==> src/rtl/load_store_unit.sv <==
// Load/store unit: drives a word-wide, 1-cycle synchronous-read data memory for
// byte/halfword/word accesses, with read-modify-write for sub-word stores.
module load_store_unit #(
  parameter int unsigned ADDR_W      = 32,
  parameter bit          CHECK_ALIGN = 1'b1
) (
  input  logic              clk,
  input  logic              rst,
  input  logic              req_valid,
  input  logic              req_write,
  input  logic [1:0]        req_size,
  input  logic              req_signed,
  input  logic [ADDR_W-1:0] req_addr,
  input  logic [31:0]       req_wdata,
  output logic              busy,
  output logic              resp_valid,
  output logic              resp_err,
  output logic [31:0]       resp_rdata,
  output logic [ADDR_W-1:0] mem_addr,
  output logic [31:0]       mem_wdata,
  output logic              mem_we,
  output logic              mem_re,
  input  logic [31:0]       mem_rdata
);

  typedef enum logic [2:0] {IDLE, READ, WAIT, WRITE, ERR} state_t;

  state_t            state, state_next;
  logic              write_q;
  logic [1:0]        size_q;
  logic              signed_q;
  logic [ADDR_W-1:0] addr_q;
  logic [15:0]       wdata_q;

  logic              req_word, req_half, misaligned;
  logic [ADDR_W-1:0] eff_addr;
  logic [7:0]        lane_byte;
  logic [15:0]       lane_half;
  logic [31:0]       load_data, merged;

  // Size code 3 shares the word path because only size[1] selects word access.
  always_comb begin
    req_word   = req_size[1];
    req_half   = (req_size == 2'd1);
    misaligned = CHECK_ALIGN && ((req_half && req_addr[0]) ||
                                 (req_word && (req_addr[1:0] != 2'b00)));
    eff_addr   = req_addr;
    if (!CHECK_ALIGN) begin
      if (req_word)      eff_addr[1:0] = 2'b00;
      else if (req_half) eff_addr[0]   = 1'b0;
    end
  end

  always_comb begin
    case (addr_q[1:0])
      2'd0:    lane_byte = mem_rdata[7:0];
      2'd1:    lane_byte = mem_rdata[15:8];
      2'd2:    lane_byte = mem_rdata[23:16];
      default: lane_byte = mem_rdata[31:24];
    endcase
    lane_half = addr_q[1] ? mem_rdata[31:16] : mem_rdata[15:0];

    if (size_q[1])
      load_data = mem_rdata;
    else if (size_q == 2'd1)
      load_data = {{16{signed_q & lane_half[15]}}, lane_half};
    else
      load_data = {{24{signed_q & lane_byte[7]}}, lane_byte};

    merged = mem_rdata;
    if (size_q == 2'd1) begin
      if (addr_q[1]) merged[31:16] = wdata_q;
      else           merged[15:0]  = wdata_q;
    end else begin
      case (addr_q[1:0])
        2'd0:    merged[7:0]   = wdata_q[7:0];
        2'd1:    merged[15:8]  = wdata_q[7:0];
        2'd2:    merged[23:16] = wdata_q[7:0];
        default: merged[31:24] = wdata_q[7:0];
      endcase
    end
  end

  always_comb begin
    state_next = state;
    unique case (state)
      IDLE: begin
        if (req_valid) begin
          if (misaligned)                  state_next = ERR;
          else if (!req_write || !req_word) state_next = READ;
          else                             state_next = WRITE;
        end
      end
      READ:    state_next = WAIT;
      WAIT:    state_next = write_q ? WRITE : IDLE;
      WRITE:   state_next = IDLE;
      ERR:     state_next = IDLE;
      default: state_next = IDLE;
    endcase
  end

  // Responses are registered on the edge leaving WAIT/WRITE/ERR, so resp_valid
  // coincides with the first IDLE cycle and busy is already low.
  always_ff @(posedge clk) begin
    if (rst) begin
      state      <= IDLE;
      write_q    <= 1'b0;
      size_q     <= '0;
      signed_q   <= 1'b0;
      addr_q     <= '0;
      wdata_q    <= '0;
      resp_valid <= 1'b0;
      resp_err   <= 1'b0;
      resp_rdata <= '0;
      mem_wdata  <= '0;
    end else begin
      state      <= state_next;
      resp_valid <= 1'b0;
      resp_err   <= 1'b0;
      resp_rdata <= '0;
      case (state)
        IDLE: begin
          if (req_valid) begin
            write_q  <= req_write;
            size_q   <= req_size;
            signed_q <= req_signed;
            addr_q   <= eff_addr;
            wdata_q  <= req_wdata[15:0];
            if (req_write && req_word && !misaligned) mem_wdata <= req_wdata;
          end
        end
        WAIT: begin
          if (write_q) begin
            mem_wdata <= merged;
          end else begin
            resp_valid <= 1'b1;
            resp_rdata <= load_data;
          end
        end
        WRITE: resp_valid <= 1'b1;
        ERR: begin
          resp_valid <= 1'b1;
          resp_err   <= 1'b1;
        end
        default: ;
      endcase
    end
  end

  always_comb begin
    busy     = (state != IDLE);
    mem_re   = (state == READ);
    mem_we   = (state == WRITE);
    mem_addr = {addr_q[ADDR_W-1:2], 2'b00};
  end

endmodule

==> config.mk <==
export PLATFORM = sky130hd
export DESIGN_NAME = load_store_unit
export DESIGN_NICKNAME = d
export VERILOG_FILES = /design/src/rtl/load_store_unit.sv
export SDC_FILE = /design/constraint.sdc
export NUM_CORES = 1
export LEC_CHECK = 0
export BUFFER_PORTS_ARGS = -buffer_cell sky130_fd_sc_hd__buf_2
export CORE_MARGIN = 1.5
export CORE_UTILIZATION = 35
export DETAILED_ROUTE_END_ITERATION = 6
export GPL_TIMING_DRIVEN = 0
export PLACE_DENSITY_LB_ADDON = 0.25
export SLEW_MARGIN = 20
export SYNTH_ARGS = -nofsm -noshare
export SYNTH_HDL_FRONTEND = slang
export SYNTH_SLANG_ARGS = --single-unit
==> constraint.sdc <==
create_clock -name clk -period 2.2 [get_ports clk]
set_input_delay 0.22 -clock clk [delete_from_list [all_inputs] [get_ports clk]]
set_output_delay 0.22 -clock clk [all_outputs]
set_load 0.01 [all_outputs]
; ---- Word-level counts from Yosys, hierarchy flattened
; Index checks and enable logic that the tools add are counted.
[classes]
n_bitwise = 3
n_eq_ne = 11
n_mux = 23
reduce_logical = 19
[ops]
columns = cell, count
row1 = 32-bit two-way mux, 6
row2 = 32-bit one-hot mux with 2 select lines, 1
row3 = 16-bit two-way mux, 3
row4 = 8-bit two-way mux, 4
row5 = 8-bit one-hot mux with 3 select lines, 1
row6 = 3-bit one-hot mux with 3 select lines, 1
row7 = "2-bit by 1-bit == test with 1-bit output, second input constant", 3
row8 = "3-bit by 2-bit == test with 1-bit output, second input constant", 2
row9 = 3-bit two-way mux, 2
row10 = "2-bit inequality test, second input constant", 3
row11 = 3-bit OR reduction, 2
row12 = 1-bit logical AND, 4
row13 = 2-bit two-way mux, 2
row14 = 4-bit AND reduction, 1
row15 = 2-bit nonzero test, 2
row16 = "3-bit by 1-bit == test with 1-bit output, second input constant", 1
row17 = "3-bit == test, second input constant", 1
row18 = 1-bit zero test, 3
row19 = 3-bit zero test, 1
row20 = 3-bit nonzero test, 1
row21 = 1-bit bitwise AND, 2
row22 = "2-bit == test, second input constant", 1
row23 = 2-bit zero test, 1
row24 = 1-bit logical OR, 2
row25 = 5 further kinds, 6
[word_totals]
wordCells = 66
inputBits = 103
output_inout_bits = 101
register_bits = 121

; ---- Logic depth before layout (Yosys ltp)
[logic_depth]
depth_word = 8
depth_mapped = 9
depth_no_buf = 6

; ---- Least setup slack after synthesis
; No wires, ideal clock.
[synth_path]
kind = register to register
startpoint = register state[0]
endpoint = register mem_wdata[23]
setup_slack_ps = 361
arrival_time_ps = 1772
synth_period_minus_slack_ps = 1839
n_path_buf = 3
setup_ps = 67
required_time_ps = 2133
path_stages_with_launch = 9
path_cell_list = dfxtp_1 -> buf_6 -> or4b_4 -> buf_6 -> nor2_8 -> buf_6 -> a21oi_1 -> a211o_1 -> a21oi_2
[synth_via]
elab_chain_len = 3
word_cells_on_any_way = 8
classes_between = eq/ne: 4 / mux: 1 / reduce/logical: 3
[synth_lines]
columns = element, line
row1 = from (decl), 28  ; state_t state, state_next;
row2 = from (signal assigned), 117  ; state <= state_next;
row3 = 3-bit by 2-bit == test with 1-bit output / 3-bit zero test (equally long branches), 121  ; case (state)
row4 = 2-bit inequality test (no source line) / 2-bit nonzero test (equally long branches), --
row5 = 4-bit AND reduction (no source line), --
row6 = to (signal assigned), 129  ; if (req_write && req_word && !misaligned) mem_wdata <= req_wdata;
row7 = to (signal assigned), 134  ; mem_wdata <= merged;
row8 = to (decl), 20  ; output logic [31:0] mem_wdata,
; Parallel ways exist; a longest one is shown, timed or not.
; A chain may end at the register's enable or synchronous reset.

; ---- Worst setup path in the final report
[layout_path]
startpoint = register state[1]
endpoint = register resp_rdata[15]
[layout_via]
elab_chain_len = 3
[layout_lines]
columns = element, line
row1 = 3-bit by 2-bit == test with 1-bit output, 121
row2 = 1-bit NOT (no source line), --
row3 = 3-bit OR reduction (no source line), --
row4 = to (signal assigned), 137  ; resp_rdata <= load_data;
row5 = to (decl), 18  ; output logic [31:0] resp_rdata,
; Every way passes these cells.

==> flow_metrics.py <==
metrics = {
    "run_status": {
        "status": "finished, final reports clean",
    },
    "synthesis": {
        "yosys-top-cells-count": "nand2_1, a21oi_1, dfxtp_1, clkbuf_1, nor2_1",
        "synth-edff-count": 0,
        "synth_most_common_cell": "nand2_1",
        "synth_area_leaders": "dfxtp_1, nand2_1, a21oi_1, buf_4, clkbuf_1",
        "synth_area_per_cell_um2": 7.715,
        "async_reset_ff_frac": 0,
        "syn_inst": 723,
        "synth_cell_types": 41,
        "ys.warnings.count": 0,
        "yosys_most_used_dff": "dfxtp_1",
        "synth_largest_area_cell": "dfxtp_1",
        "ys_ff_latch": 121,
        "synth_area_um2": 5578,
        "synth_top_area_share": 0.4343,
        "ys_seq_area_frac": 0.4343,
    },
    "route": {
        "wire_per_inst_um": 15.94,
        "vias": 5756,
        "first_iter_violations": 462,
        "avgViaCountPerCell": 4.924,
        "ant_nets": 0,
        "dr.pass1.iters": 5,
        "drc": 0,
        "finalWirelength_mm": 18.63,
    },
    "worst_setup_path": {
        "reg2reg_depth": 8,
        "required_ns": 2.53,
        "start_kind": "flip-flop",
        "arrival_ns": 2.41,
        "cp_max_fo": 10,
        "r2r_start": "state[1]$_SDFFE_PP0N_",
        "crit_path_end_kind": "flip-flop",
        "crit_start": "state[1]$_SDFFE_PP0N_",
        "endpoint": "resp_rdata[15]$_SDFF_PP0_",
        "path_class": "reg2reg",
        "r2r_slack_ns": 0.12,
        "rr_endpoint": "resp_rdata[15]$_SDFF_PP0_",
    },
    "cts": {
        "clock_latency_ns": 0.42,
        "clock_sink_count": 121,
        "numCtsBuffers": 17,
        "htreeDepth": 4,
        "cts_tree": "done",
        "cts_hold_buf": 0,
        "clockBufferDepth": 2,
        "clkTransAtPathRegs_ns": 0.06,
        "ctsRootBufferMaster": "clkbuf_16",
    },
    "hold_path": {
        "worstHoldPathType": "in2reg",
        "min_from": "req_addr[22]",
    },
    "die": {
        "io_pins": 204,
        "die_w_um": 129.2,
        "die-area_um2": 16700,
        "placement_rows": 45,
        "core_area_um2": 15370,
        "die_h_um": 129.2,
        "start_util": 0.3629,
    },
    "global_route": {
        "grt_max_degree": 17,
        "grt_antenna_before_repair": 0,
        "grt_pass1_vias": 5315,
        "grt-ovfl-total": 0,
        "grt_pass1_wl_mm": 28.21,
        "globalRouteTotalUtil": 0.2234,
    },
    "run": {
        "cap_violations": 0,
    },
    "sta": {
        "tns_ns": 0,
        "final.setup_skew_ns": 0.01309,
        "min_period_ns": 2.079,
        "tightestPinTransition_ns": 0.9744,
        "drv_slew": 0,
        "fmax_mhz": 480.9,
        "setup_violations": 0,
        "final-hold-violation-count": 0,
        "maxSlewHeadroom": 0.3454,
        "period_share": 0.9452,
        "hold-worst-slack_ns": 0.03764,
    },
    "placed_design": {
        "dpl-instance-area_um2": 6847,
        "port_buffers": 200,
        "post-dp-hpwl_mm": 14.20,
        "place_congestion": 0.8582,
        "dp.cells": 1135,
    },
    "power": {
        "total_power_uw": 5985,
        "p_leak_uw": 0.003386,
        "power_density_nw_per_um2": 797.8,
        "peakVddDrop_uv": 565.8,
    },
    "layout": {
        "final-instance-count-excl-fill": 1169,
        "nets": 1047,
        "drive_gt1_frac": 0.3166,
        "fillers": 1599,
        "post-route-cell-area_um2": 7502,
        "area_growth_pct": 34.50,
    },
}
-- state kept, by name, summed over array words and instances, names as in the netlist --
name and flops:
signed_q 1, size_q 2, addr_q 32, resp_err 1, write_q 1, resp_valid 1
resp_rdata 32, wdata_q 16, mem_wdata 32, state 3
-- worst min path at each step --
stage                                            to  depth (start not counted)
final                       addr_q[22]$_SDFFE_PP0P_                          3
after global routing        addr_q[22]$_SDFFE_PP0P_                          3
after CTS                   addr_q[24]$_SDFFE_PP0P_                          3
after detailed placement  mem_wdata[1]$_SDFFE_PP0P_                          2
after global placement    mem_wdata[1]$_SDFFE_PP0P_                          2
after floorplan             addr_q[10]$_SDFFE_PP0P_                          2
-- cell usage in the layout (no fill, tap or decap), types with 3 or more instances in the layout --
cell       synthesis  final
a211o_1            8      8
nand2b_1          10     10
dfxtp_1          121    121
o211ai_1           8      8
buf_4             33     35
a211oi_1          18     18
nand2_1          184    184
nor3_1            23     23
buf_2              7    205
nor2_1            34     32
clkbuf_1          42     40
nand3_1            7      7
clkbuf_2           0      5
inv_1             20     20
inv_2              3      3
clkbuf_8           0      7
buf_6              3      3
a21oi_2            2      3
a21oi_1          126    125
a221oi_2           6      7
a21o_1            17     17
clkbuf_16          0     17
clkinv_2           0      3
o21ai_0            9      9
mux2i_1            9      9
a221oi_1          10      9
-- logic make-up (layout without fill, tap and decap cells) --
| group | count (synthesis) | count (layout) | share of synthesized area |
|---|---|---|---|
| compound gates | 213 | 213 | 0.2400 |
| buf+inv | 110 | 343 | 0.1018 |
| flops | 121 | 121 | 0.4343 |
| mux | 10 | 10 | 0.01817 |
| other cells | 1 | 3 | 0.0006723 |
| simple gates | 268 | 268 | 0.2050 |
-- routing by layer --
layer  wire [um]  share of wire  track usage
met2        8447           0.45       0.3476
met4         308          0.017      0.06874
met1        8450           0.45       0.3009
met3        1429          0.077      0.06235
met5           0              0            0
-- final cells by class --
class | instances | area [um2] | area share
repair buffers | 201 | 1008 | 0.1344
inverters | 23 | 86.33 | 0.01151
multi-input cells | 493 | 2636 | 0.3514
diodes | 1 | 2.502 | 0.0003336
plain buffers | 87 | 493.0 | 0.06571
flip-flops and latches | 121 | 2422 | 0.3229
well taps | 211 | 264.0 | 0.03519
clock inverters | 6 | 60.06 | 0.008005
clock buffers | 26 | 529.3 | 0.07055
-- power breakdown --
part	internal (uW)	switching [uW]	leakage, uW
Sequential	2290	59.0	0.000985
Combinational	341	546	0.00211
Clock	1760	993	0.000288
Total	4390	1600	0.00339
-- stage by stage --
step | setup WS [ns] | util
4_1_cts | 0.01406 | 0.4843
5_1_grt | -0.006239 | 0.4879
6_report | 0.1205 | 0.4881
2_1_floorplan | 0.3607 | -
3_5_place_dp | -0.2384 | 0.4454
3_3_place_gp | -0.2499 | 0.4454
-- critical path, cell delays in order (launching register included) --
cell and delay [ns]:
dfxtp_1 0.30, clkbuf_4 0.19, inv_2 0.10, or3_1 0.31
clkbuf_1 0.13, or3_1 0.32, clkbuf_1 0.19, buf_4 0.22
a221oi_2 0.22
-- timing repair --
action | 4_1_cts | 5_1_grt
pin swaps | 1 | 0
setup endpoints to repair | 21 | 78
setup buffers | 1 | 0
gates resized for setup | 1 | 18
Note: power is estimated with default switching activity, not from simulation.
